### src/rtl/multicycle_sequencer_if.sv
// Control bundle between the PhilosophyV multicycle sequencer and the datapath/memory side.
// The slave modport is the sequencer; the master modport is the datapath or a bench driving it.
interface multicycle_sequencer_if #(
    parameter int OPCODE_WIDTH = 7,
    parameter int STATE_WIDTH  = 4
);
    logic [OPCODE_WIDTH-1:0] opCode;
    logic                    memReady;
    logic                    PCEna;
    logic                    IREna;
    logic                    IorD;
    logic                    memWrite;
    logic                    ALUSrcA;
    logic [1:0]              ALUSrcB;
    logic                    ALUUseFunct;
    logic                    regFileWrite;
    logic                    memToReg;
    logic                    instrRetired;
    logic                    trap;
    logic [STATE_WIDTH-1:0]  state;

    modport slave (
        input  opCode, memReady,
        output PCEna, IREna, IorD, memWrite, ALUSrcA, ALUSrcB, ALUUseFunct,
               regFileWrite, memToReg, instrRetired, trap, state
    );

    modport master (
        output opCode, memReady,
        input  PCEna, IREna, IorD, memWrite, ALUSrcA, ALUSrcB, ALUUseFunct,
               regFileWrite, memToReg, instrRetired, trap, state
    );
endinterface

### src/rtl/multicycle_sequencer.sv
// Multicycle control FSM for PhilosophyV: fetch/decode/execute/memory/writeback with memReady stalls.
// Optional: define PHILV_ILLEGAL_TRAP_EN to send illegal opcodes to a sticky TRAP state instead of a NOP.
module multicycle_sequencer #(
    parameter int OPCODE_WIDTH = 7,
    parameter int STATE_WIDTH  = 4
) (
    input logic                  clk,
    input logic                  rstb,
    multicycle_sequencer_if.slave bus
);

    typedef enum logic [STATE_WIDTH-1:0] {
        FETCH   = STATE_WIDTH'(0),
        DECODE  = STATE_WIDTH'(1),
        EXEC    = STATE_WIDTH'(2),
        MEM_RD  = STATE_WIDTH'(3),
        MEM_WR  = STATE_WIDTH'(4),
        ALU_WB  = STATE_WIDTH'(5),
        LOAD_WB = STATE_WIDTH'(6),
        TRAP    = STATE_WIDTH'(7)
    } state_t;

    localparam logic [OPCODE_WIDTH-1:0] OP_R     = OPCODE_WIDTH'(7'b0110011);
    localparam logic [OPCODE_WIDTH-1:0] OP_I     = OPCODE_WIDTH'(7'b0010011);
    localparam logic [OPCODE_WIDTH-1:0] OP_LOAD  = OPCODE_WIDTH'(7'b0000011);
    localparam logic [OPCODE_WIDTH-1:0] OP_STORE = OPCODE_WIDTH'(7'b0100011);

    state_t                  state_r;
    state_t                  state_s;
    logic [OPCODE_WIDTH-1:0] op_r;
    logic                    legal_s;

    logic       pc_ena_s;
    logic       ir_ena_s;
    logic       iord_s;
    logic       mem_write_s;
    logic       alu_src_a_s;
    logic [1:0] alu_src_b_s;
    logic       alu_use_funct_s;
    logic       reg_file_write_s;
    logic       mem_to_reg_s;
    logic       instr_retired_s;

    function automatic logic is_legal(input logic [OPCODE_WIDTH-1:0] op);
        logic legal;
        case (op)
            OP_R, OP_I, OP_LOAD, OP_STORE: legal = 1'b1;
            default:                       legal = 1'b0;
        endcase
        return legal;
    endfunction

    assign legal_s = is_legal(bus.opCode);

    // State register
    always_ff @(posedge clk or negedge rstb) begin
        if (!rstb) begin
            state_r <= FETCH;
        end else begin
            state_r <= state_s;
        end
    end

    // Opcode capture in DECODE so EXEC no longer depends on the IR input
    always_ff @(posedge clk or negedge rstb) begin
        if (!rstb) begin
            op_r <= '0;
        end else if (state_r == DECODE) begin
            op_r <= bus.opCode;
        end else begin
            op_r <= op_r;
        end
    end

`ifdef PHILV_ILLEGAL_TRAP_EN
    logic trap_r;

    // Sticky trap flag, cleared only by reset
    always_ff @(posedge clk or negedge rstb) begin
        if (!rstb) begin
            trap_r <= 1'b0;
        end else if (state_s == TRAP) begin
            trap_r <= 1'b1;
        end else begin
            trap_r <= trap_r;
        end
    end

    assign bus.trap = trap_r;
`else
    assign bus.trap = 1'b0;
`endif

    // Next-state logic
    always_comb begin
        state_s = state_r;
        case (state_r)
            FETCH: begin
                if (bus.memReady) state_s = DECODE;
                else              state_s = FETCH;
            end
            DECODE: begin
                if (legal_s) begin
                    state_s = EXEC;
                end else begin
`ifdef PHILV_ILLEGAL_TRAP_EN
                    state_s = TRAP;
`else
                    state_s = FETCH;
`endif
                end
            end
            EXEC: begin
                case (op_r)
                    OP_R, OP_I: state_s = ALU_WB;
                    OP_LOAD:    state_s = MEM_RD;
                    OP_STORE:   state_s = MEM_WR;
                    default:    state_s = FETCH;
                endcase
            end
            MEM_RD: begin
                if (bus.memReady) state_s = LOAD_WB;
                else              state_s = MEM_RD;
            end
            MEM_WR: begin
                if (bus.memReady) state_s = FETCH;
                else              state_s = MEM_WR;
            end
            ALU_WB:  state_s = FETCH;
            LOAD_WB: state_s = FETCH;
`ifdef PHILV_ILLEGAL_TRAP_EN
            TRAP:    state_s = TRAP;
`else
            TRAP:    state_s = FETCH;
`endif
            default: state_s = FETCH;
        endcase
    end

    // Moore decode of controls; FETCH outputs are also gated by rstb so nothing fires while held in reset
    always_comb begin
        pc_ena_s         = 1'b0;
        ir_ena_s         = 1'b0;
        iord_s           = 1'b0;
        mem_write_s      = 1'b0;
        alu_src_a_s      = 1'b0;
        alu_src_b_s      = 2'b00;
        alu_use_funct_s  = 1'b0;
        reg_file_write_s = 1'b0;
        mem_to_reg_s     = 1'b0;
        instr_retired_s  = 1'b0;
        case (state_r)
            FETCH: begin
                if (rstb) begin
                    alu_src_b_s = 2'b01;
                    pc_ena_s    = bus.memReady;
                    ir_ena_s    = bus.memReady;
                end else begin
                    alu_src_b_s = 2'b00;
                end
            end
            DECODE: begin
`ifdef PHILV_ILLEGAL_TRAP_EN
                instr_retired_s = 1'b0;
`else
                instr_retired_s = ~legal_s;
`endif
            end
            EXEC: begin
                alu_src_a_s = 1'b1;
                case (op_r)
                    OP_R: begin
                        alu_src_b_s     = 2'b00;
                        alu_use_funct_s = 1'b1;
                    end
                    OP_I: begin
                        alu_src_b_s     = 2'b10;
                        alu_use_funct_s = 1'b1;
                    end
                    OP_LOAD, OP_STORE: begin
                        alu_src_b_s     = 2'b10;
                        alu_use_funct_s = 1'b0;
                    end
                    default: begin
                        alu_src_b_s     = 2'b00;
                        alu_use_funct_s = 1'b0;
                    end
                endcase
            end
            MEM_RD: begin
                iord_s = 1'b1;
            end
            MEM_WR: begin
                iord_s          = 1'b1;
                mem_write_s     = 1'b1;
                instr_retired_s = bus.memReady;
            end
            ALU_WB: begin
                reg_file_write_s = 1'b1;
                instr_retired_s  = 1'b1;
            end
            LOAD_WB: begin
                reg_file_write_s = 1'b1;
                mem_to_reg_s     = 1'b1;
                instr_retired_s  = 1'b1;
            end
            TRAP: begin
                instr_retired_s = 1'b0;
            end
            default: begin
                instr_retired_s = 1'b0;
            end
        endcase
    end

    assign bus.PCEna        = pc_ena_s;
    assign bus.IREna        = ir_ena_s;
    assign bus.IorD         = iord_s;
    assign bus.memWrite     = mem_write_s;
    assign bus.ALUSrcA      = alu_src_a_s;
    assign bus.ALUSrcB      = alu_src_b_s;
    assign bus.ALUUseFunct  = alu_use_funct_s;
    assign bus.regFileWrite = reg_file_write_s;
    assign bus.memToReg     = mem_to_reg_s;
    assign bus.instrRetired = instr_retired_s;
    assign bus.state        = state_r;

endmodule

### src/flat_wrapper.sv
// flat-port wrapper written by rule: the top's interface ports become plain ports
module multicycle_sequencer_flat 
#(
    parameter int OPCODE_WIDTH = 7,
    parameter int STATE_WIDTH  = 4
)
  (clk, rstb, bus_opCode, bus_memReady, bus_PCEna, bus_IREna, bus_IorD, bus_memWrite, bus_ALUSrcA, bus_ALUSrcB, bus_ALUUseFunct, bus_regFileWrite, bus_memToReg, bus_instrRetired, bus_trap, bus_state);
  multicycle_sequencer_if #(.OPCODE_WIDTH(OPCODE_WIDTH), .STATE_WIDTH(STATE_WIDTH)) bus_i ();
  input logic clk;
  input logic rstb;
  input wire logic [$bits(bus_i.opCode)-1:0] bus_opCode;
  input wire logic [$bits(bus_i.memReady)-1:0] bus_memReady;
  output wire logic [$bits(bus_i.PCEna)-1:0] bus_PCEna;
  output wire logic [$bits(bus_i.IREna)-1:0] bus_IREna;
  output wire logic [$bits(bus_i.IorD)-1:0] bus_IorD;
  output wire logic [$bits(bus_i.memWrite)-1:0] bus_memWrite;
  output wire logic [$bits(bus_i.ALUSrcA)-1:0] bus_ALUSrcA;
  output wire logic [$bits(bus_i.ALUSrcB)-1:0] bus_ALUSrcB;
  output wire logic [$bits(bus_i.ALUUseFunct)-1:0] bus_ALUUseFunct;
  output wire logic [$bits(bus_i.regFileWrite)-1:0] bus_regFileWrite;
  output wire logic [$bits(bus_i.memToReg)-1:0] bus_memToReg;
  output wire logic [$bits(bus_i.instrRetired)-1:0] bus_instrRetired;
  output wire logic [$bits(bus_i.trap)-1:0] bus_trap;
  output wire logic [$bits(bus_i.state)-1:0] bus_state;
  assign bus_i.opCode = bus_opCode;
  assign bus_i.memReady = bus_memReady;
  assign bus_PCEna = bus_i.PCEna;
  assign bus_IREna = bus_i.IREna;
  assign bus_IorD = bus_i.IorD;
  assign bus_memWrite = bus_i.memWrite;
  assign bus_ALUSrcA = bus_i.ALUSrcA;
  assign bus_ALUSrcB = bus_i.ALUSrcB;
  assign bus_ALUUseFunct = bus_i.ALUUseFunct;
  assign bus_regFileWrite = bus_i.regFileWrite;
  assign bus_memToReg = bus_i.memToReg;
  assign bus_instrRetired = bus_i.instrRetired;
  assign bus_trap = bus_i.trap;
  assign bus_state = bus_i.state;
  multicycle_sequencer #(.OPCODE_WIDTH(OPCODE_WIDTH), .STATE_WIDTH(STATE_WIDTH)) u_core (.clk(clk), .rstb(rstb), .bus(bus_i));
endmodule
### config.mk
export PLATFORM = sky130hd
export DESIGN_NAME = multicycle_sequencer_flat
export DESIGN_NICKNAME = d
export VERILOG_FILES = /design/src/rtl/multicycle_sequencer_if.sv /design/src/rtl/multicycle_sequencer.sv /design/src/flat_wrapper.sv
export SDC_FILE = /design/constraint.sdc
export NUM_CORES = 1
export LEC_CHECK = 0
export CORE_MARGIN = 2
export CORE_UTILIZATION = 43
export DETAILED_ROUTE_END_ITERATION = 8
export GPL_ROUTABILITY_DRIVEN = 0
export PLACE_DENSITY = 0.81
export SETUP_SLACK_MARGIN = 0.05
export SYNTH_ARGS = -nofsm -noshare
export SYNTH_HDL_FRONTEND = slang
export SYNTH_SLANG_ARGS = --single-unit
### constraint.sdc
create_clock -name clk -period 2.55 [get_ports clk]
set_input_delay 0.3825 -clock clk [delete_from_list [all_inputs] [get_ports clk]]
set_output_delay 0.3825 -clock clk [all_outputs]
set_load 0.02 [all_outputs]
==> results of run 1 <==
## layout make-up
class                           count  area [µm²]  area share [%]
Clock buffer                        4        36.3            4.12
Inverter                            2        7.51           0.852
Multi-Input combinational cell     43         313            35.5
Sequential cell                    10         250            28.4
Tap cell                           15        18.8            2.13
Timing Repair Buffer               26         255            29.0
## cells by family after synthesis
family / after synthesis / synth area share, %
and+or+nand+nor: 21 / 22.2
AOI/OAI and AO/OA: 13 / 14.7
other: 1 / 0.612
muxes: 7 / 12.9
buffers and inverters: 8 / 8.78
DFF: 10 / 40.8
## power by group through the flow
| stage | combinational, µW | clock [µW] | sequential, µW |
|---|---|---|---|
| after floorplan | 69.9 | 0 | 196 |
| after global placement | 109 | 0 | 198 |
| after detailed placement | 111 | 0 | 199 |
| after CTS | 112 | 142 | 196 |
| after global routing | 120 | 154 | 200 |
| final | 111 | 139 | 197 |
## state kept, by name, summed over array words and instances (netlist names)
signal / flops
u_core.op_r: 7
u_core.bus.state: 3
## per-layer routing
metal	GRT usage (%)	part of all wire (%)
met1	23.4	43
met2	26.3	49
met3	3.04	6.3
met4	5.81	1.5
met5	0	0
## per-stage QoR
step / power, µW / cell area [µm²] / hold WS [ns] / worst slack, ns
final: 447 / 881 / 0.486 / 0.213
after global routing: 474 / 881 / 0.496 / 0.126
after CTS: 451 / 878 / 0.481 / 0.101
after detailed placement: 310 / 842 / 0.482 / 0.221
after global placement: 307 / 842 / 0.470 / 0.213
after floorplan: 266 / 617 / 0.0869 / 0.271
## worst min path at each step
stage               depth (start not counted)  slack, ns                  end
finish                                      2       0.49       u_core.op_r[3]
floorplan                                   0       0.09  u_core.bus.state[0]
CTS                                         2       0.48       u_core.op_r[2]
global placement                            1       0.47       u_core.op_r[2]
detailed placement                          1       0.48       u_core.op_r[2]
global route                                2       0.50       u_core.op_r[3]
## cells in the final DEF, fill, tap and decap left out, drive strengths merged, types with 2 or more instances in the layout
| master | instances |
|---|---|
| clkdlybuf4s50 | 22 |
| dfrtp | 10 |
| mux2 | 7 |
| nand2 | 5 |
| nor2 | 4 |
| clkbuf | 4 |
| o21ai | 3 |
| buf | 3 |
| nand2b | 3 |
| inv | 2 |
| a21oi | 2 |
| and3b | 2 |
| nor3 | 2 |
| conb | 2 |
## repair_timing
item,in CTS,in global routing
setup endpoints to repair,0,1
resized for setup,0,1
hold buffers,0,0
==> results.py, run 1 <==
metrics = {
    "run_status": {
        "status": "complete, no violations",
    },
    "hold_path": {
        "hold_class": "in -> async",
    },
    "power_and_ir_drop": {
        "power_frac_seq_pct": 44.0,
        "switchingPower_uw": 118,
        "internal-power_uw": 329,
        "leakage_uw": 0.000385,
        "peakVddDrop_mv": 0.337,
        "swShare_pct": 26.5,
        "power_density_nw_per_um2": 507,
        "pwr-share-comb_pct": 24.8,
        "clock_power_share_pct": 31.2,
    },
    "global_routing": {
        "grt_pass1_vias": 459,
        "antenna_found_initial": 0,
        "grt_pass1_wl_mm": 2.24,
        "grt_max_degree": 13,
        "grt_overflow": 0,
        "gr-usage-all-layers_pct": 16.8,
    },
    "worst_setup_path": {
        "rr_worst_depth": 3,
        "critPathBufInv": 2,
        "rr_startpoint": "u_core.bus.state[1]",
        "cp_common_cell": "clkdlybuf4s50_1",
        "cp.required_ns": 2.17,
        "slowest_delay_ns": 0.62,
        "crit_family": "buffers and inverters",
        "crit_chain": "clkdlybuf4s50_1, o21ai_0, o21a_1, a21oi_1, clkdlybuf4s50_1",
        "reg2reg_to": "u_core.op_r[4]",
        "critPathLaunchType": "primary input",
        "crit_arrival_ns": 1.95,
        "critPathKind": "in -> out",
        "cp_max_fo": 6,
        "crit_slowest_cell": "clkdlybuf4s50_1",
        "r2r_slack_ns": 1.07,
        "crit_path_end": "bus_instrRetired",
        "critical_path.startpoint": "bus_memReady",
        "end_kind": "output pin",
        "cp.depth": 5,
    },
    "sta": {
        "min_period_over_period_pct": 91.6,
        "finalClockSkew_ns": 0.000437,
        "hold_viol": 0,
        "drv_slew": 0,
        "max_freq_ghz": 0.428,
        "rsz0062_at_grt": "no",
        "post-route-min-period_ns": 2.34,
        "setup_viol": 0,
        "setup_tns_ns": 0,
    },
    "yosys": {
        "async_flop_share_pct": 100,
        "ys_seq_area_share_pct": 40.8,
        "dominantRegCellSynth": "dfrtp_1",
        "synth_common_cells": "dfrtp_1 (10), mux2_2 (6), nand2_1 (5), buf_4 (4), nor2_1 (4)",
        "ys_ff_latch": 10,
        "synth_edf_count": 0,
        "synth_top_cell_area_share_pct": 40.8,
        "synth_most_common_cell": "dfrtp_1",
        "ys_warn_count": 0,
        "synth_largest_area_cell": "dfrtp_1",
        "synth_area_um2": 613,
        "yosys.cell_types.count": 29,
        "yosys-top-cells-area": "dfrtp_1 (41%), mux2_2 (11%), buf_4 (4.9%), nand2_1 (3.1%), nor3b_4 (3.1%)",
        "synth_cells": 60,
        "synth.avg_cell_area_um2": 10.2,
    },
    "finish": {
        "finalNetCount": 96,
        "final_cell_count_no_fill": 100,
        "syn2layout_area_growth_pct": 43.7,
        "nFillCells": 116,
        "drive_above_1_share_pct": 18.8,
        "utilization_pct": 66.9,
        "antennaDiodeCount": 0,
    },
    "cts": {
        "post_cts_buffers": 0,
        "cts_buffers": 3,
        "cts-root-buf": "clkbuf_4",
        "clkTransAtPathRegs_ns": 0.07,
        "cts_tree": "built",
        "cts.sinks": 10,
        "worst_skew_pair.late_latency_ns": 0.26,
        "h-tree-depth": 1,
        "clockBufferDepth": 2,
    },
    "placed_design": {
        "placedCellCount": 96,
        "io_buffers": 23,
        "post-dp-hpwl_mm": 1.04,
    },
    "routing": {
        "detail-route-antenna-nets": 0,
        "vias": 555,
        "wire_per_inst_um": 13.6,
        "wirelength_mm": 1.36,
        "firstDrtPassIters": 4,
        "drt-initial-drc-count": 14,
        "avgViaCountPerCell": 5.55,
        "route.detailed.drc": 0,
    },
    "floorplanning": {
        "die_h_um": 41.8,
        "die_w_um": 41.8,
        "fp.dieArea_um2": 1740,
        "start_util_pct": 46.5,
        "num_io_pins": 26,
        "core.rowCount": 13,
        "fp.coreArea_um2": 1320,
    },
    "job": {
        "maxCapViolCount": 0,
    },
}
(Power assumes the default switching activity.)
==> run 2, diff against run 1 <==
--- a/config.mk
+++ b/config.mk
@@ -7,6 +7,7 @@
 export LEC_CHECK = 0
 export CORE_MARGIN = 2
 export CORE_UTILIZATION = 43
+export CTS_CLUSTER_DIAMETER = 60
 export DETAILED_ROUTE_END_ITERATION = 8
 export GPL_ROUTABILITY_DRIVEN = 0
 export PLACE_DENSITY = 0.81
==> results of run 2 <==
Same layout as run 1: the final DEF is identical, and so are final timing and power.
